### config.mk
export PLATFORM = sky130hd
export DESIGN_NAME = if_fetch
export DESIGN_NICKNAME = d
export VERILOG_FILES = /design/src/rtl/if_fetch_pkg.sv /design/src/rtl/if_fetch_byte_asm.sv /design/src/rtl/if_fetch.sv
export SDC_FILE = /design/constraint.sdc
export NUM_CORES = 1
export LEC_CHECK = 0
export BUFFER_PORTS_ARGS = -buffer_cell sky130_fd_sc_hd__buf_2
export CAP_MARGIN = 0
export CELL_PAD_IN_SITES_DETAIL_PLACEMENT = 0
export CELL_PAD_IN_SITES_GLOBAL_PLACEMENT = 1
export CORE_MARGIN = 4
export CORE_UTILIZATION = 28
export CTS_BUF_LIST = sky130_fd_sc_hd__clkbuf_16
export CTS_CLUSTER_DIAMETER = 60
export CTS_CLUSTER_SIZE = 25
export DETAILED_ROUTE_END_ITERATION = 8
export GPL_TIMING_DRIVEN = 0
export PLACE_DENSITY = 0.65
export SETUP_SLACK_MARGIN = 0.3
export SLEW_MARGIN = 15
export SYNTH_ARGS = -nofsm -noshare
export SYNTH_HDL_FRONTEND = slang
export SYNTH_SLANG_ARGS = --single-unit
### constraint.sdc
create_clock -name clk -period 6.7 [get_ports clk]
set_clock_uncertainty 0.1 [all_clocks]
set_input_delay 0.335 -clock clk [delete_from_list [all_inputs] [get_ports clk]]
set_output_delay 0.335 -clock clk [all_outputs]
set_load 0.03 [all_outputs]
### src/rtl/if_fetch_pkg.sv
// Shared constants and types for the instruction-fetch stage.
// Bus widths track the core-wide instruction address and data buses.
package if_fetch_pkg;

    localparam int   INST_ADDR_W = 32;
    localparam int   INST_W_DEF  = 32;
    localparam int   INST_BYTES  = 4;
    localparam logic RST_ACTIVE  = 1'b0;
    localparam logic STOP        = 1'b1;

    typedef enum logic [1:0] {
        ST_IDLE  = 2'd0,
        ST_FETCH = 2'd1,
        ST_DONE  = 2'd2
    } fetch_state_e;

    function automatic logic [31:0] le_word(
        input logic [7:0] b3,
        input logic [7:0] b2,
        input logic [7:0] b1,
        input logic [7:0] b0
    );
        return {b3, b2, b1, b0};
    endfunction

endpackage

### src/rtl/if_fetch_byte_asm.sv
// Four byte lanes of the instruction being fetched.
// o_word already includes a byte written this cycle.
module fetch_byte_asm
    import if_fetch_pkg::*;
(
    input  logic        clk,
    input  logic        rst,
    input  logic        i_clr,
    input  logic        i_we,
    input  logic [1:0]  i_idx,
    input  logic [7:0]  i_byte,
    output logic [31:0] o_word
);

    logic [7:0] r_byte [INST_BYTES];
    logic [7:0] w_nxt  [INST_BYTES];

    always_ff @(posedge clk) begin
        if (rst == RST_ACTIVE || i_clr) begin
            for (int i = 0; i < INST_BYTES; i++) begin
                r_byte[i] <= '0;
            end
        end else if (i_we) begin
            r_byte[i_idx] <= i_byte;
        end
    end

    always_comb begin
        w_nxt = r_byte;
        if (i_we) begin
            w_nxt[i_idx] = i_byte;
        end
    end

    assign o_word = le_word(w_nxt[3], w_nxt[2], w_nxt[1], w_nxt[0]);

endmodule

### src/rtl/if_fetch.sv
// Instruction fetch: four byte reads over the shared 8-bit port,
// assembled little-endian and handed to the IF/ID register.
module if_fetch
    import if_fetch_pkg::*;
#(
    parameter int ADDR_W = INST_ADDR_W,
    parameter int INST_W = INST_W_DEF
) (
    input  logic              clk,
    input  logic              rst,
    input  logic [ADDR_W-1:0] pc_i,
    input  logic              ce_i,
    input  logic              set_pc_i,
    input  logic [5:0]        stall,
    output logic              mem_req_o,
    output logic [ADDR_W-1:0] mem_addr_o,
    input  logic              mem_gnt_i,
    input  logic [7:0]        mem_din_i,
    output logic              stallreq_o,
    output logic [ADDR_W-1:0] if_pc_o,
    output logic [INST_W-1:0] if_inst_o,
    output logic              if_valid_o
);

    fetch_state_e      r_state;
    fetch_state_e      w_next;
    logic [2:0]        r_issue_cnt;
    logic [2:0]        r_cap_cnt;
    logic              r_pend;
    logic [1:0]        r_pend_idx;
    logic [ADDR_W-1:0] r_fpc;
    logic [ADDR_W-1:0] r_pc;
    logic [INST_W-1:0] r_inst;
    logic              r_valid;

    logic              w_rst;
    logic              w_req;
    logic              w_stallreq;
    logic              w_start;
    logic              w_flush;
    logic              w_last;
    logic              w_release;
    logic              w_issue;
    logic              w_we;
    logic              w_clr;
    logic [31:0]       w_word;
    logic              w_unused_stall;

    assign w_rst          = (rst == RST_ACTIVE);
    assign w_unused_stall = ^{stall[5:2], stall[0]};

    always_ff @(posedge clk) begin
        if (w_rst) begin
            r_state <= ST_IDLE;
        end else begin
            r_state <= w_next;
        end
    end

    always_comb begin
        w_next     = r_state;
        w_req      = 1'b0;
        w_stallreq = 1'b0;
        w_start    = 1'b0;
        w_flush    = 1'b0;
        w_last     = 1'b0;
        w_release  = 1'b0;
        unique case (r_state)
            ST_IDLE: begin
                w_stallreq = ce_i;
                if (set_pc_i) begin
                    w_flush = 1'b1;
                end else if (ce_i) begin
                    w_start = 1'b1;
                    w_next  = ST_FETCH;
                end
            end
            ST_FETCH: begin
                w_stallreq = 1'b1;
                w_req      = (r_issue_cnt < 3'(INST_BYTES));
                // losing ce mid-fetch is handled exactly like a redirect
                if (set_pc_i || !ce_i) begin
                    w_flush = 1'b1;
                    w_next  = ST_IDLE;
                end else if (r_pend && r_cap_cnt == 3'(INST_BYTES - 1)) begin
                    w_last = 1'b1;
                    w_next = ST_DONE;
                end
            end
            ST_DONE: begin
                if (set_pc_i) begin
                    w_flush = 1'b1;
                    w_next  = ST_IDLE;
                end else if (stall[1] != STOP) begin
                    w_release = 1'b1;
                    w_next    = ST_IDLE;
                end
            end
            default: begin
                w_next = ST_IDLE;
            end
        endcase
        if (w_rst) begin
            w_next     = ST_IDLE;
            w_req      = 1'b0;
            w_stallreq = 1'b0;
            w_start    = 1'b0;
            w_flush    = 1'b0;
            w_last     = 1'b0;
            w_release  = 1'b0;
        end
    end

    assign w_issue = w_req & mem_gnt_i;

    always_ff @(posedge clk) begin
        if (w_rst) begin
            r_issue_cnt <= '0;
            r_cap_cnt   <= '0;
            r_pend      <= 1'b0;
            r_pend_idx  <= '0;
            r_fpc       <= '0;
            r_pc        <= '0;
            r_inst      <= '0;
            r_valid     <= 1'b0;
        end else if (w_flush) begin
            r_issue_cnt <= '0;
            r_cap_cnt   <= '0;
            r_pend      <= 1'b0;
            r_valid     <= 1'b0;
        end else begin
            if (w_start) begin
                r_fpc       <= pc_i;
                r_issue_cnt <= '0;
                r_cap_cnt   <= '0;
                r_pend      <= 1'b0;
            end
            if (r_state == ST_FETCH) begin
                if (w_issue) begin
                    r_issue_cnt <= r_issue_cnt + 3'd1;
                    r_pend      <= 1'b1;
                    r_pend_idx  <= r_issue_cnt[1:0];
                end else begin
                    r_pend <= 1'b0;
                end
                if (r_pend) begin
                    r_cap_cnt <= r_cap_cnt + 3'd1;
                end
                if (w_last) begin
                    r_inst  <= w_word;
                    r_pc    <= r_fpc;
                    r_valid <= 1'b1;
                end
            end
            if (w_release) begin
                r_valid <= 1'b0;
            end
        end
    end

    assign w_we  = (r_state == ST_FETCH) && r_pend && !w_flush;
    assign w_clr = w_start | w_flush;

    fetch_byte_asm u_asm (
        .clk    (clk),
        .rst    (rst),
        .i_clr  (w_clr),
        .i_we   (w_we),
        .i_idx  (r_pend_idx),
        .i_byte (mem_din_i),
        .o_word (w_word)
    );

    assign mem_req_o  = w_req;
    assign mem_addr_o = w_req ? r_fpc + ADDR_W'(r_issue_cnt) : '0;
    assign stallreq_o = w_stallreq;
    assign if_pc_o    = r_pc;
    assign if_inst_o  = r_inst;
    assign if_valid_o = r_valid;

endmodule

==> impl_metrics.toml, run 1 <==
[global_route]
antenna_found_initial = 0
overflow = 0
grt_usage_pct = 16.7
grt_first_pass_wirelength_um = 31100
grt_pass1_vias = 5500
grt_max_degree = 17

[yosys]
yosysWarnings = 0
synth_seq_cells = 140
synth-edff-count = 0
ys_seq_area_share_pct = 46.7
synth_fp_nets = 783
netlist_instances = 725
ys.flop_type = "dfxtp_1"
synthArstFlopShare_pct = 0
syn_area_per_cell_um2 = 8.28
synth_cell_types = 54
netlist_area_mm2 = 0.00600

[setup_path]
cp_slowest_cell = "nor2b_1"
cp.arrival_ns = 3.37
max_stage_delay_ns = 0.46
critPathTopFamily = "simple AND/OR/NAND/NOR gates"
crit_buf_inv = 3
crit_fanout = 10
end_kind = "output port"
r2r_start = "r_cap_cnt[0]"
path_cells = "ha_1 -> inv_1 -> fa_1 -> nor2b_1 -> o21ai_1 -> clkbuf_1 -> nor4_1 -> mux2i_1 -> buf_2"
crit_start = "r_issue_cnt[0]"
start_kind = "flop"
criticalPathCategory = "flop to output port"
critical_path_required_ns = 6.26

[placed_design]
placement.io_buffers = 143
hpwl_um = 15200
placed_area_mm2 = 0.00706
place_congestion = 0.784

[cts]
path_clk_slew_ns = 0.07
insertion_delay_ns = 0.43
cts_buffer_depth = 2
cts-root-buf = "clkbuf_16"
cts_buffers = 17
cts.sinks = 140
cts_resized = 0
cts_tree = "yes"
cts_max_level = 4
cts_setup_buffers = 0
ctsHoldBuffers = 0

[finish]
drive_gt1_share_pct = 22.3
fin_util_pct = 36.5
nets = 945
syn2layout_area_growth_pct = 27.9
n_antenna_cell = 0
mostFrequentLayoutCell = "buf_2"
num-fill-cells = 2235
multi_input_area_mm2 = 0.00294
final_cell_mix = "153 x buf_2, 141 x nand2_1, 140 x dfxtp_1"
finalInstanceArea_mm2 = 0.00767
seq_area_mm2 = 0.00280

[floorplanning]
core-area_mm2 = 0.0210
rows = 53
io_pins = 150
die_width_um = 154
die_h_um = 154
die_area_mm2 = 0.0238
start_util_pct = 28.5

[timing]
fmax_mhz = 263
finalSetupViolations = 0
holdWs_ns = 0.0406
setup_tns_ns = 0
slew_headroom_pct = 38.6
drv_slew = 0
period_needed_ns = 3.80
hold_viol = 0
rsz0062_at_grt = "false"
tightest_slew_ns = 0.921
post-route-period-util_pct = 56.7

[drt]
drc_errors = 0
wirelength_um = 20000
vias_per_cell = 4.83
vias = 5670
detail-route-antenna-nets = 0
drt-initial-drc-count = 371
wl_per_cell_um = 17.1
firstDrtPassIters = 5

[worst_hold_path]
hold_path_startpoint = "pc_i[28]"
min_path_type = "input pin to flop"

[flow_run]
maxCapViolations = 0

[power]
p_leak_uw = 0.00306
total_power_uw = 1930
irDropWorstVdd_mv = 0.148
powerDensity_mw_per_mm2 = 252

[run_status]
status = "finished, final reports clean"
## per-stage QoR
step,setup slack (ns),cells
4_1_cts,2.87,1175
3_5_place_dp,3.34,1143
2_1_floorplan,3.72,725
5_1_grt,2.60,1175
3_3_place_gp,3.37,1143
6_report,2.90,1175
## worst min-delay path, cell delays in order
cell and delay [ns]:
buf_2 0.10, nand2_1 0.04, a21oi_1 0.05
## sequential cells by signal (all words and copies together) (netlist names)
signal        count
r_issue_cnt       3
r_pend            1
r_fpc            32
if_pc_o          32
u_asm.r_byte     32
if_inst_o        32
if_valid_o        1
r_state           2
r_cap_cnt         3
r_pend_idx        2
## area by class of cell
class,count,share of cell area [%]
clock inverter,15,2.46
buffer,54,2.89
tap,275,4.48
sequential,140,36.5
clock buffer,17,5.54
timing repair buffer,143,9.33
multi-input combinational,520,38.2
inverter,11,0.538
## worst paths after layout
path,depth (start not counted),to,slack [ns]
worst max register to register,8,if_inst_o[24],4.36
worst min-delay path,3,r_fpc[28],0.04
worst min register to register,2,if_pc_o[11],0.35
worst max-delay path,9,mem_addr_o[28],2.90
## per-layer routing
metal	share of wire, %	up-vias	global-route usage, %
met3	4.3	20	3.78
met5	0	-	0
met4	1.6	0	5.05
met1	48	2668	22.9
li1	-	2847	-
met2	46	135	26.4
## where the power goes
part           internal (uW)  switching [uW]
Clock                    570             420
Combinational           27.5            58.3
Sequential               841            13.4
Total                   1440             492
## cells in the mapped netlist, types with 6 or more instances
cell | n | area [um2]
nand3_1 | 85 | 425
nand2_1 | 141 | 529
o21ai_0 | 16 | 80.1
dfxtp_1 | 140 | 2800
buf_2 | 10 | 50.1
mux2i_1 | 38 | 380
clkbuf_1 | 36 | 135
or3_1 | 8 | 50.1
nand4_1 | 9 | 56.3
inv_1 | 9 | 33.8
ha_1 | 6 | 75.1
nor2_1 | 46 | 173
nand2b_1 | 7 | 43.8
o31ai_1 | 6 | 45.0
o21ai_1 | 33 | 165
a21oi_1 | 57 | 285
nor3_1 | 6 | 30.0
## cell families after synthesis
group	count (synthesis)	share of synthesized area, %
simple gates	341	27.0
mux	38	6.34
xor+xnor	6	0.876
fa+ha+maj	7	1.58
compound gates	128	13.1
buf+inv	65	4.38
flops	140	46.7
Power figures use the tool's default switching activity.
==> run 2, diff against run 1 <==
Settings changed: ABC_AREA set to 1, PLACE_DENSITY 0.65 to 0.66.
Clock period 6.7 ns to 3.5 ns, I/O delays scaled along.
==> impl_metrics.toml, run 2 <==
[power]
irDropWorstVdd_mv = 0.248
pwr-share-clk_pct = 46.6
p_leak_uw = 0.00396
pwr-share-seq_pct = 46.3
powerDensity_mw_per_mm2 = 405
internal_power_uw = 2610
switchingPower_uw = 933
comb_power_share_pct = 7.1
p_sw_share_pct = 26.3

[yosys]
yosys.area_share.simple_pct = 33.6
synth_compound_area_share_pct = 13.9
netlist_instances = 979
synth_fp_nets = 1037
synth_cell_types = 32
synthArstFlopShare_pct = 0
synth_top_cell_by_area = "dfxtp_1"
ys.flop_type = "dfxtp_1"
yosysWarnings = 0
synth_top_family_by_area = "simple AND/OR/NAND/NOR gates"
netlist_area_mm2 = 0.00674
synth.area.mux_share_pct = 0
ys_seq_area_share_pct = 41.6
synthAdderAreaFrac_pct = 1.41
synth_commonest_cells = "287 x nand2_1, 140 x dfxtp_1, 118 x nand3_1, 80 x nor2_1, 73 x a21oi_1"
synth-edff-count = 0
syn_area_per_cell_um2 = 6.88
synth_top_area_share_pct = 41.6
synth_seq_cells = 140
synth_area_leaders = "dfxtp_1 42%, nand2_1 16%, nand3_1 8.8%"
synthMostInstantiatedCell = "nand2_1"
yosys.area_share.xor_xnor_pct = 0.650

[setup_path]
cp.arrival_ns = 2.60
crit_start = "r_issue_cnt[0]"
criticalPathCategory = "flop to output port"
critical_path_required_ns = 3.22
end_kind = "output port"
crit_fanout = 6
r2r_start = "r_cap_cnt[0]"
start_kind = "flop"

[cts]
cts_max_level = 4
cts-root-buf = "clkbuf_16"
cts_buffers = 17
path_clk_slew_ns = 0.06
cts_buffer_depth = 2
cts.sinks = 140
insertion_delay_ns = 0.43
cts_setup_buffers = 0
cts_tree = "yes"

[drt]
detail-route-antenna-nets = 0
drc_errors = 0
vias_per_cell = 4.63
wirelength_um = 23200
drt-initial-drc-count = 398
vias = 6987
firstDrtPassIters = 7
wl_per_cell_um = 15.3

[finish]
final_cell_mix = "286 x nand2_1, 166 x buf_2, 140 x dfxtp_1"
mostFrequentLayoutCell = "nand2_1"
drive_gt1_share_pct = 21.1
num-fill-cells = 2653
syn2layout_area_growth_pct = 29.9
nets = 1235

[placed_design]
hpwl_um = 17900
pre_cts_slack_ns = 0.784
placement.io_buffers = 144
place_congestion = 0.891

[floorplanning]
io_pins = 150
start_util_pct = 28.6
die_width_um = 163
rows = 56
die_area_mm2 = 0.0266
core-area_mm2 = 0.0235
die_h_um = 163

[worst_hold_path]
hold_path_startpoint = "rst"
min_path_type = "input pin to flop"

[run_status]
status = "finished, final reports clean"

[global_route]
grt_usage_pct = 17.8
grt_max_degree = 17
overflow = 0
grt_pass1_vias = 7002
grt_first_pass_wirelength_um = 37300
antenna_found_initial = 1

[timing]
tightest_slew_ns = 0.588
setup_tns_ns = 0
rsz0062_at_grt = "false"
fmax_mhz = 347
hold_viol = 0
drv_slew = 0
period_needed_ns = 2.88
slew_headroom_pct = 60.8
finalSetupViolations = 0
post-route-period-util_pct = 82.2
fin_ws_ns = 0.622

[flow_run]
maxCapViolations = 0
-- run 2: cell count changes after synthesis, sizes merged, moves of 7 or more --
cell    before  now
or3          8    0
a21oi       57   75
inv         10   68
or4          7    0
buf         16   47
nand3       85  119
nand2      141  298
o21ai       49  106
mux2i       38    0
clkbuf      38    6
nand2b       7    0
nor2        46   89
-- run 2: repair_timing --
action,4_1_cts,5_1_grt
gates resized for setup,0,5
hold buffers,35,0
hold endpoints to repair,34,0
endpoints found under the setup margin,0,5
-- run 2: worst paths after layout --
check	end	slack [ns]	cells past startpoint
hold / removal	r_state[1]	0.02	3
setup / recovery	mem_addr_o[16]	0.62	13
hold reg to reg	if_inst_o[26]	0.36	2
setup reg to reg	if_pc_o[8]	1.71	8
-- run 2: per-stage QoR --
| step | instances | hold slack (ns) | power (uW) | utilization, % | instance area, um2 |
|---|---|---|---|---|---|
| 2_1_floorplan | 979 | 0.209 | 1800 | - | 6740 |
| 3_3_place_gp | 1442 | 0.301 | 1900 | 33.4 | 7860 |
| 3_5_place_dp | 1442 | 0.309 | 1900 | 33.4 | 7860 |
| 4_1_cts | 1509 | 0.00530 | 3590 | 37.1 | 8730 |
| 5_1_grt | 1510 | 0.0204 | 3670 | 37.2 | 8750 |
| 6_report | 1510 | 0.0187 | 3540 | 37.2 | 8750 |
-- run 2: logic make-up (layout without fill, tap and decap cells) --
kind of cell | Yosys count | after routing
and+or+nand+nor | 521 | 521
AOI/OAI and AO/OA | 184 | 184
DFF | 140 | 140
buffers and inverters | 122 | 333
adders and majority gates | 7 | 7
xor gates and xnor gates | 5 | 5
other | 0 | 1
-- run 2: cell type report --
cell class	count	area [um2]	share of cell area (%)
Antenna cell	1	2.50	0.0286
Buffer	53	335	3.83
Clock buffer	17	425	4.86
Clock inverter	15	101	1.16
Inverter	69	260	2.97
Multi-Input combinational cell	717	3360	38.3
Sequential cell	140	2800	32.0
Tap cell	319	399	4.56
Timing Repair Buffer	179	1070	12.2
-- run 2: metal layers --
layer  wire length, um  track usage (%)  share of wire [%]  vias to the layer above
li1                  -                -                  -                     3604
met1             10900             23.6                 47                     3166
met2             10500             28.5                 45                      181
met3              1020             3.36                4.4                       36
met4               685             7.21                3.0                        0
met5                 0                0                  0                        -
-- run 2: power groups by stage --
stage	registers (uW)	clock network (uW)	logic [uW]
global route	1640	1750	281
finish	1640	1650	252
floorplan	1670	0	139
detailed placement	1670	0	224
CTS	1640	1690	254
global placement	1670	0	224
-- run 2: worst max-delay path: stages, from the launching register on --
cell and delay, ns:
dfxtp_1 0.39, ha_1 0.23, inv_1 0.07, fa_1 0.35
inv_1 0.11, nand2_1 0.06, nand2_1 0.07, nand2_2 0.15
nor2_4 0.21, nand3_1 0.09, nand2_1 0.06, nand2_1 0.05
nor2_1 0.11, buf_2 0.22
